<file path="src/rtl/spi_ram_arbiter.sv">
// rtl/spi_ram_arbiter.sv - shares the single-port command RAM between the SPI slave and a local host
//
// Purpose: locks the RAM to one requester for a whole address/data(/read-return) transaction.
// SPI words cannot be stalled, so they land in a small FIFO first. SPI has priority in IDLE.
//
// Ports:
//   clk, rst_n                 clock, asynchronous active-low reset
//   spi_rx_data/spi_rx_valid   10-bit command words from the SPI slave ([9:8] = cmd)
//   spi_tx_data/spi_tx_valid   8-bit read data back to the SPI slave
//   host_req/host_cmd          host request, command held stable until granted
//   host_gnt                   combinational grant: host_cmd is taken this cycle
//   host_rdata/host_rvalid     8-bit read data to the host
//   ram_din/ram_rx_valid       command word and issue strobe to the RAM
//   ram_dout/ram_tx_valid      read data and strobe from the RAM
//   spi_ovf                    pulse: SPI word dropped, FIFO full
//   lock_err                   pulse: idle lock released by timeout
//   rd_err                     pulse: read abandoned by timeout
//   busy                       state is not IDLE
module spi_ram_arbiter #(
  parameter int FIFO_DEPTH   = 2,
  parameter int LOCK_TIMEOUT = 64,
  parameter int RD_TIMEOUT   = 16
) (
  input  logic       clk,
  input  logic       rst_n,
  input  logic [9:0] spi_rx_data,
  input  logic       spi_rx_valid,
  output logic [7:0] spi_tx_data,
  output logic       spi_tx_valid,
  input  logic       host_req,
  input  logic [9:0] host_cmd,
  output logic       host_gnt,
  output logic [7:0] host_rdata,
  output logic       host_rvalid,
  output logic [9:0] ram_din,
  output logic       ram_rx_valid,
  input  logic [7:0] ram_dout,
  input  logic       ram_tx_valid,
  output logic       spi_ovf,
  output logic       lock_err,
  output logic       rd_err,
  output logic       busy
);

  localparam int AW = (FIFO_DEPTH > 1) ? $clog2(FIFO_DEPTH) : 1;
  localparam int LW = $clog2(LOCK_TIMEOUT + 1);
  localparam int RW = $clog2(RD_TIMEOUT + 1);
  localparam logic [LW-1:0] LOCK_LAST = LW'(LOCK_TIMEOUT - 1);
  localparam logic [RW-1:0] RD_LAST   = RW'(RD_TIMEOUT - 1);

  typedef enum logic [2:0] {IDLE, LOCK_SPI, LOCK_HOST, RD_SPI, RD_HOST} state_t;

  state_t        state, state_n;
  logic [9:0]    fifo_mem [FIFO_DEPTH];
  logic [AW:0]   wr_ptr, rd_ptr;
  logic          fifo_empty, fifo_full, push, pop;
  logic [9:0]    fifo_head;
  logic [LW-1:0] lock_tmr, lock_tmr_n;
  logic [RW-1:0] rd_tmr, rd_tmr_n;
  logic          acc_valid, acc_spi;
  logic [9:0]    acc_word;
  logic          lock_err_n, rd_err_n, spi_rd_done, host_rd_done;

  // Pointers carry one extra wrap bit to tell full from empty.
  assign fifo_empty = (wr_ptr == rd_ptr);
  assign fifo_full  = (wr_ptr[AW] != rd_ptr[AW]) && (wr_ptr[AW-1:0] == rd_ptr[AW-1:0]);
  assign push       = spi_rx_valid && !fifo_full;
  assign fifo_head  = fifo_mem[rd_ptr[AW-1:0]];
  assign busy       = (state != IDLE);

  always_ff @(posedge clk) begin
    if (push) fifo_mem[wr_ptr[AW-1:0]] <= spi_rx_data;
  end

  always_comb begin
    state_n      = state;
    acc_valid    = 1'b0;
    acc_spi      = 1'b0;
    acc_word     = 10'h000;
    host_gnt     = 1'b0;
    pop          = 1'b0;
    lock_tmr_n   = lock_tmr;
    rd_tmr_n     = rd_tmr;
    lock_err_n   = 1'b0;
    rd_err_n     = 1'b0;
    spi_rd_done  = 1'b0;
    host_rd_done = 1'b0;

    case (state)
      IDLE: begin
        // A word arriving on the SPI side this very cycle also beats the host,
        // so simultaneous requests resolve to SPI even though the FIFO adds a cycle.
        if (!fifo_empty) begin
          acc_valid = 1'b1;
          acc_spi   = 1'b1;
        end else if (host_req && !spi_rx_valid) begin
          acc_valid = 1'b1;
          host_gnt  = 1'b1;
        end
      end
      LOCK_SPI: begin
        if (!fifo_empty) begin
          acc_valid = 1'b1;
          acc_spi   = 1'b1;
        end
      end
      LOCK_HOST: begin
        if (host_req) begin
          acc_valid = 1'b1;
          host_gnt  = 1'b1;
        end
      end
      RD_SPI, RD_HOST: begin
        if (ram_tx_valid) begin
          state_n      = IDLE;
          rd_tmr_n     = '0;
          spi_rd_done  = (state == RD_SPI);
          host_rd_done = (state == RD_HOST);
        end else if (rd_tmr == RD_LAST) begin
          state_n  = IDLE;
          rd_tmr_n = '0;
          rd_err_n = 1'b1;
        end else begin
          rd_tmr_n = rd_tmr + RW'(1);
        end
      end
      default: state_n = IDLE;
    endcase

    if (acc_valid) begin
      acc_word   = acc_spi ? fifo_head : host_cmd;
      pop        = acc_spi;
      lock_tmr_n = '0;
      case (acc_word[9:8])
        2'b01:   state_n = IDLE;
        2'b11: begin
          state_n  = acc_spi ? RD_SPI : RD_HOST;
          rd_tmr_n = '0;
        end
        default: state_n = acc_spi ? LOCK_SPI : LOCK_HOST;
      endcase
    end else if (state == LOCK_SPI || state == LOCK_HOST) begin
      if (lock_tmr == LOCK_LAST) begin
        state_n    = IDLE;
        lock_tmr_n = '0;
        lock_err_n = 1'b1;
      end else begin
        lock_tmr_n = lock_tmr + LW'(1);
      end
    end
  end

  always_ff @(posedge clk or negedge rst_n) begin
    if (!rst_n) begin
      state        <= IDLE;
      wr_ptr       <= '0;
      rd_ptr       <= '0;
      lock_tmr     <= '0;
      rd_tmr       <= '0;
      ram_din      <= 10'h000;
      ram_rx_valid <= 1'b0;
      spi_tx_data  <= 8'h00;
      spi_tx_valid <= 1'b0;
      host_rdata   <= 8'h00;
      host_rvalid  <= 1'b0;
      spi_ovf      <= 1'b0;
      lock_err     <= 1'b0;
      rd_err       <= 1'b0;
    end else begin
      state        <= state_n;
      lock_tmr     <= lock_tmr_n;
      rd_tmr       <= rd_tmr_n;
      if (push) wr_ptr <= wr_ptr + (AW+1)'(1);
      if (pop)  rd_ptr <= rd_ptr + (AW+1)'(1);
      ram_rx_valid <= acc_valid;
      if (acc_valid) ram_din <= acc_word;
      spi_tx_valid <= spi_rd_done;
      if (spi_rd_done) spi_tx_data <= ram_dout;
      host_rvalid  <= host_rd_done;
      if (host_rd_done) host_rdata <= ram_dout;
      spi_ovf      <= spi_rx_valid && fifo_full;
      lock_err     <= lock_err_n;
      rd_err       <= rd_err_n;
    end
  end

endmodule

</file>
<file path="config.mk">
export PLATFORM = sky130hd
export DESIGN_NAME = spi_ram_arbiter
export DESIGN_NICKNAME = d
export VERILOG_FILES = /design/src/rtl/spi_ram_arbiter.sv
export SDC_FILE = /design/constraint.sdc
export NUM_CORES = 1
export LEC_CHECK = 0
export BUFFER_PORTS_ARGS = -buffer_cell sky130_fd_sc_hd__buf_2
export CORE_ASPECT_RATIO = 1.1
export CORE_UTILIZATION = 40
export CTS_CLUSTER_DIAMETER = 80
export DETAILED_ROUTE_END_ITERATION = 8
export SYNTH_ARGS = -nofsm -noshare
export SYNTH_HDL_FRONTEND = slang
export SYNTH_SLANG_ARGS = --single-unit
</file>
<file path="constraint.sdc">
create_clock -name clk -period 2.6 [get_ports clk]
set_input_delay 0.13 -clock clk [delete_from_list [all_inputs] [get_ports clk]]
set_output_delay 0.13 -clock clk [all_outputs]
set_load 0.02 [all_outputs]
</file>
==> flow_summary.ini <==
[outcome]
status = completed

[timing]
fin_ws_ns = 0.458
finalMaxSlewViolations = 0
slew_headroom_pct = 56.6
whs_ns = 0.0381
finalCriticalPeriod_ns = 2.14
worstMarginPinSlew_ns = 0.651
clock.fmax_mhz = 467
rsz0062_at_grt = false
setup-tns-final_ns = 0
finalClockSkew_ns = 0.0108
hold_violations = 0
setup_viol = 0
timing.final.crit_share_pct = 82.4

[yosys]
synthFlopType = dfrtp_1
yosysTopAreaCellShare_pct = 41.6
synth.net_count = 304
synth_edf_count = 20
yosysWarningCount = 0
post-synth-top-area-cell = dfrtp_1
async_flop_share_pct = 71.8
ys_seq_area_share_pct = 61.1
netlist_instances = 269
ys_ff_latch = 71
syn_area_sq_um = 3070
syn_avg_cell_area_sq_um = 11.4
synth_cell_types = 49
synth_area_leaders = dfrtp_1 (42%), edfxtp_1 (20%), nand2_1 (6.2%)

[power_and_ir_drop]
total_power_mw = 4.47
p_leak_nw = 1.80
ir_drop_mv = 0.508
power_per_cell_area_nw_per_um2 = 1150

[finish]
final_common_cell = buf_2
nets = 394
final_util_pct = 52.1
final_cell_area_sq_um = 3870
fillerInstances = 644
antenna_cells = 0
syn2layout_area_growth_pct = 26.1
most-common-layout-cells = buf_2 (66), nand2_1 (51), dfrtp_1 (51)
layout-drive-gt1-share_pct = 28.6
layout.cells.non_filler = 451

[critical_path]
worst_r2r_startpoint = state[2]
critPathLaunchType = flip-flop
r2r_cells = 5
critPathArrivalTime_ns = 2.01
crit_required_ns = 2.47
worst_setup_path_end_kind = output pin
path_max_fanout = 14
critPathKind = flip-flop to output pin
startpoint = state[2]

[worst_hold_path]
hp-class = input port to flip-flop
min_from = host_cmd[6]
holdPathStages = 3

[detailed_routing]
wl_per_cell_um = 14.0
routed_wl_mm = 6.32
drtIter0Drc = 120
maxUsedRoutingLayer = met4
drt_pre_antenna_iters = 5
wl_met3_um = 285
wl_met1_mm = 2.88
wl_met2_mm = 3.03
num_vias = 2273
drtAntennaViolNets = 0
vias_per_cell = 5.04
drc = 0

[cts]
path_clk_slew_ns = 0.07
cts_buffers = 9
cts_tree = done
clock-sinks = 71
cts_max_path_buffers = 2
cts.htree.levels = 3
clock_tree.root_cell = clkbuf_8
postCtsSetupBuffers = 0
insertion_delay_ns = 0.35

[global_routing]
grt_max_degree = 52
grt_pass1_wl_mm = 10.4
first_global_vias = 2280
grt_usage_pct = 17.3
antenna_found_initial = 0
overflow = 0

[floorplanning]
die_area_sq_um = 8030
die_w_um = 85.5
core_area_sq_um = 7430
row_count = 33
die_y_um = 93.9
io_pins = 67
initial_core_util_pct = 41.3

[place]
dp_hpwl_mm = 4.38
place_congestion = 0.774
placed_cells = 416
io_buffer_count = 66
place_ws_ns = 0.694
place_area_sq_um = 3490

[job]
drv_cap = 0
==> final cells by class <==
cell class	instances	area (sq um)	area share [%]
sequential	71	1880	48.5
multi-input combinational	180	1110	28.6
inverter	6	22.5	0.582
timing repair buffer	91	566	14.6
clock buffer	10	128	3.30
tap	87	109	2.81
clock inverter	6	61.3	1.58
==> per-layer routing <==
layer | GRT usage, % | vias up
met5 | 0 | -
met4 | 9.44 | 0
met3 | 4.13 | 10
met2 | 28.8 | 65
met1 | 20.6 | 1060
li1 | - | 1138
==> repair_timing <==
action,4_1_cts,5_1_grt
setup endpoints to repair,0,0
resized for setup,0,0
hold buffers,19,0
endpoints found under the hold margin,79,0
==> cell usage after synthesis, drive strengths merged (2+ instances only) <==
cell and count:
dfrtp 51, nand2 51, edfxtp 20, a31oi 13
mux2 10, nor2 10, a21oi 9, nor2b 9
a211oi 8, clkbuf 8, xnor2 7, o21ai 6
and3 5, inv 5, nand3 5, nor3 5
buf 4, mux2i 3, nand2b 3, nand3b 3
a21boi 2, ha 2, nand4 2, nand4b 2
o31ai 2, or2 2, or3 2, or3b 2
xor2 2
==> state kept, by name (all words and copies together) (netlist names) <==
| register | flops |
|---|---|
| fifo_mem | 20 |
| ram_din | 10 |
| host_rdata | 8 |
| spi_tx_data | 8 |
| lock_tmr | 7 |
| rd_tmr | 5 |
| state | 3 |
| rd_ptr | 2 |
| wr_ptr | 2 |
| host_rvalid | 1 |
| lock_err | 1 |
| ram_rx_valid | 1 |
| rd_err | 1 |
| spi_ovf | 1 |
| spi_tx_valid | 1 |
==> where the power goes <==
group | switching [mW] | internal (mW) | total [mW]
Sequential | 0.223 | 1.54 | 1.76
Combinational | 1.15 | 0.712 | 1.86
Clock | 0.403 | 0.439 | 0.842
==> path summary, 6_finish.rpt <==
check	endpoint	slack [ns]
min reg2reg	spi_tx_data[7]	0.48
min	ram_din[6]	0.04
min in group asynchronous	host_rdata[7]	0.40
max	host_gnt	0.46
max reg2reg	rd_tmr[3]	0.68
max in group asynchronous	rd_ptr[0]	1.72
==> logic make-up after synthesis <==
| logic type | synth area share (%) |
|---|---|
| flops | 61.1 |
| simple gates | 17.5 |
| mux | 4.65 |
| compound gates | 10.6 |
| fa+ha+maj | 0.815 |
| xor+xnor | 2.57 |
| buf+inv | 2.73 |
==> critical path: stages (launching register included) <==
cell and delay (ns):
dfrtp_1 0.50, nor2_1 0.21, nand3_1 0.44, nor2_1 0.31, buf_2 0.21
No activity file was read; power rests on OpenSTA's default activity.
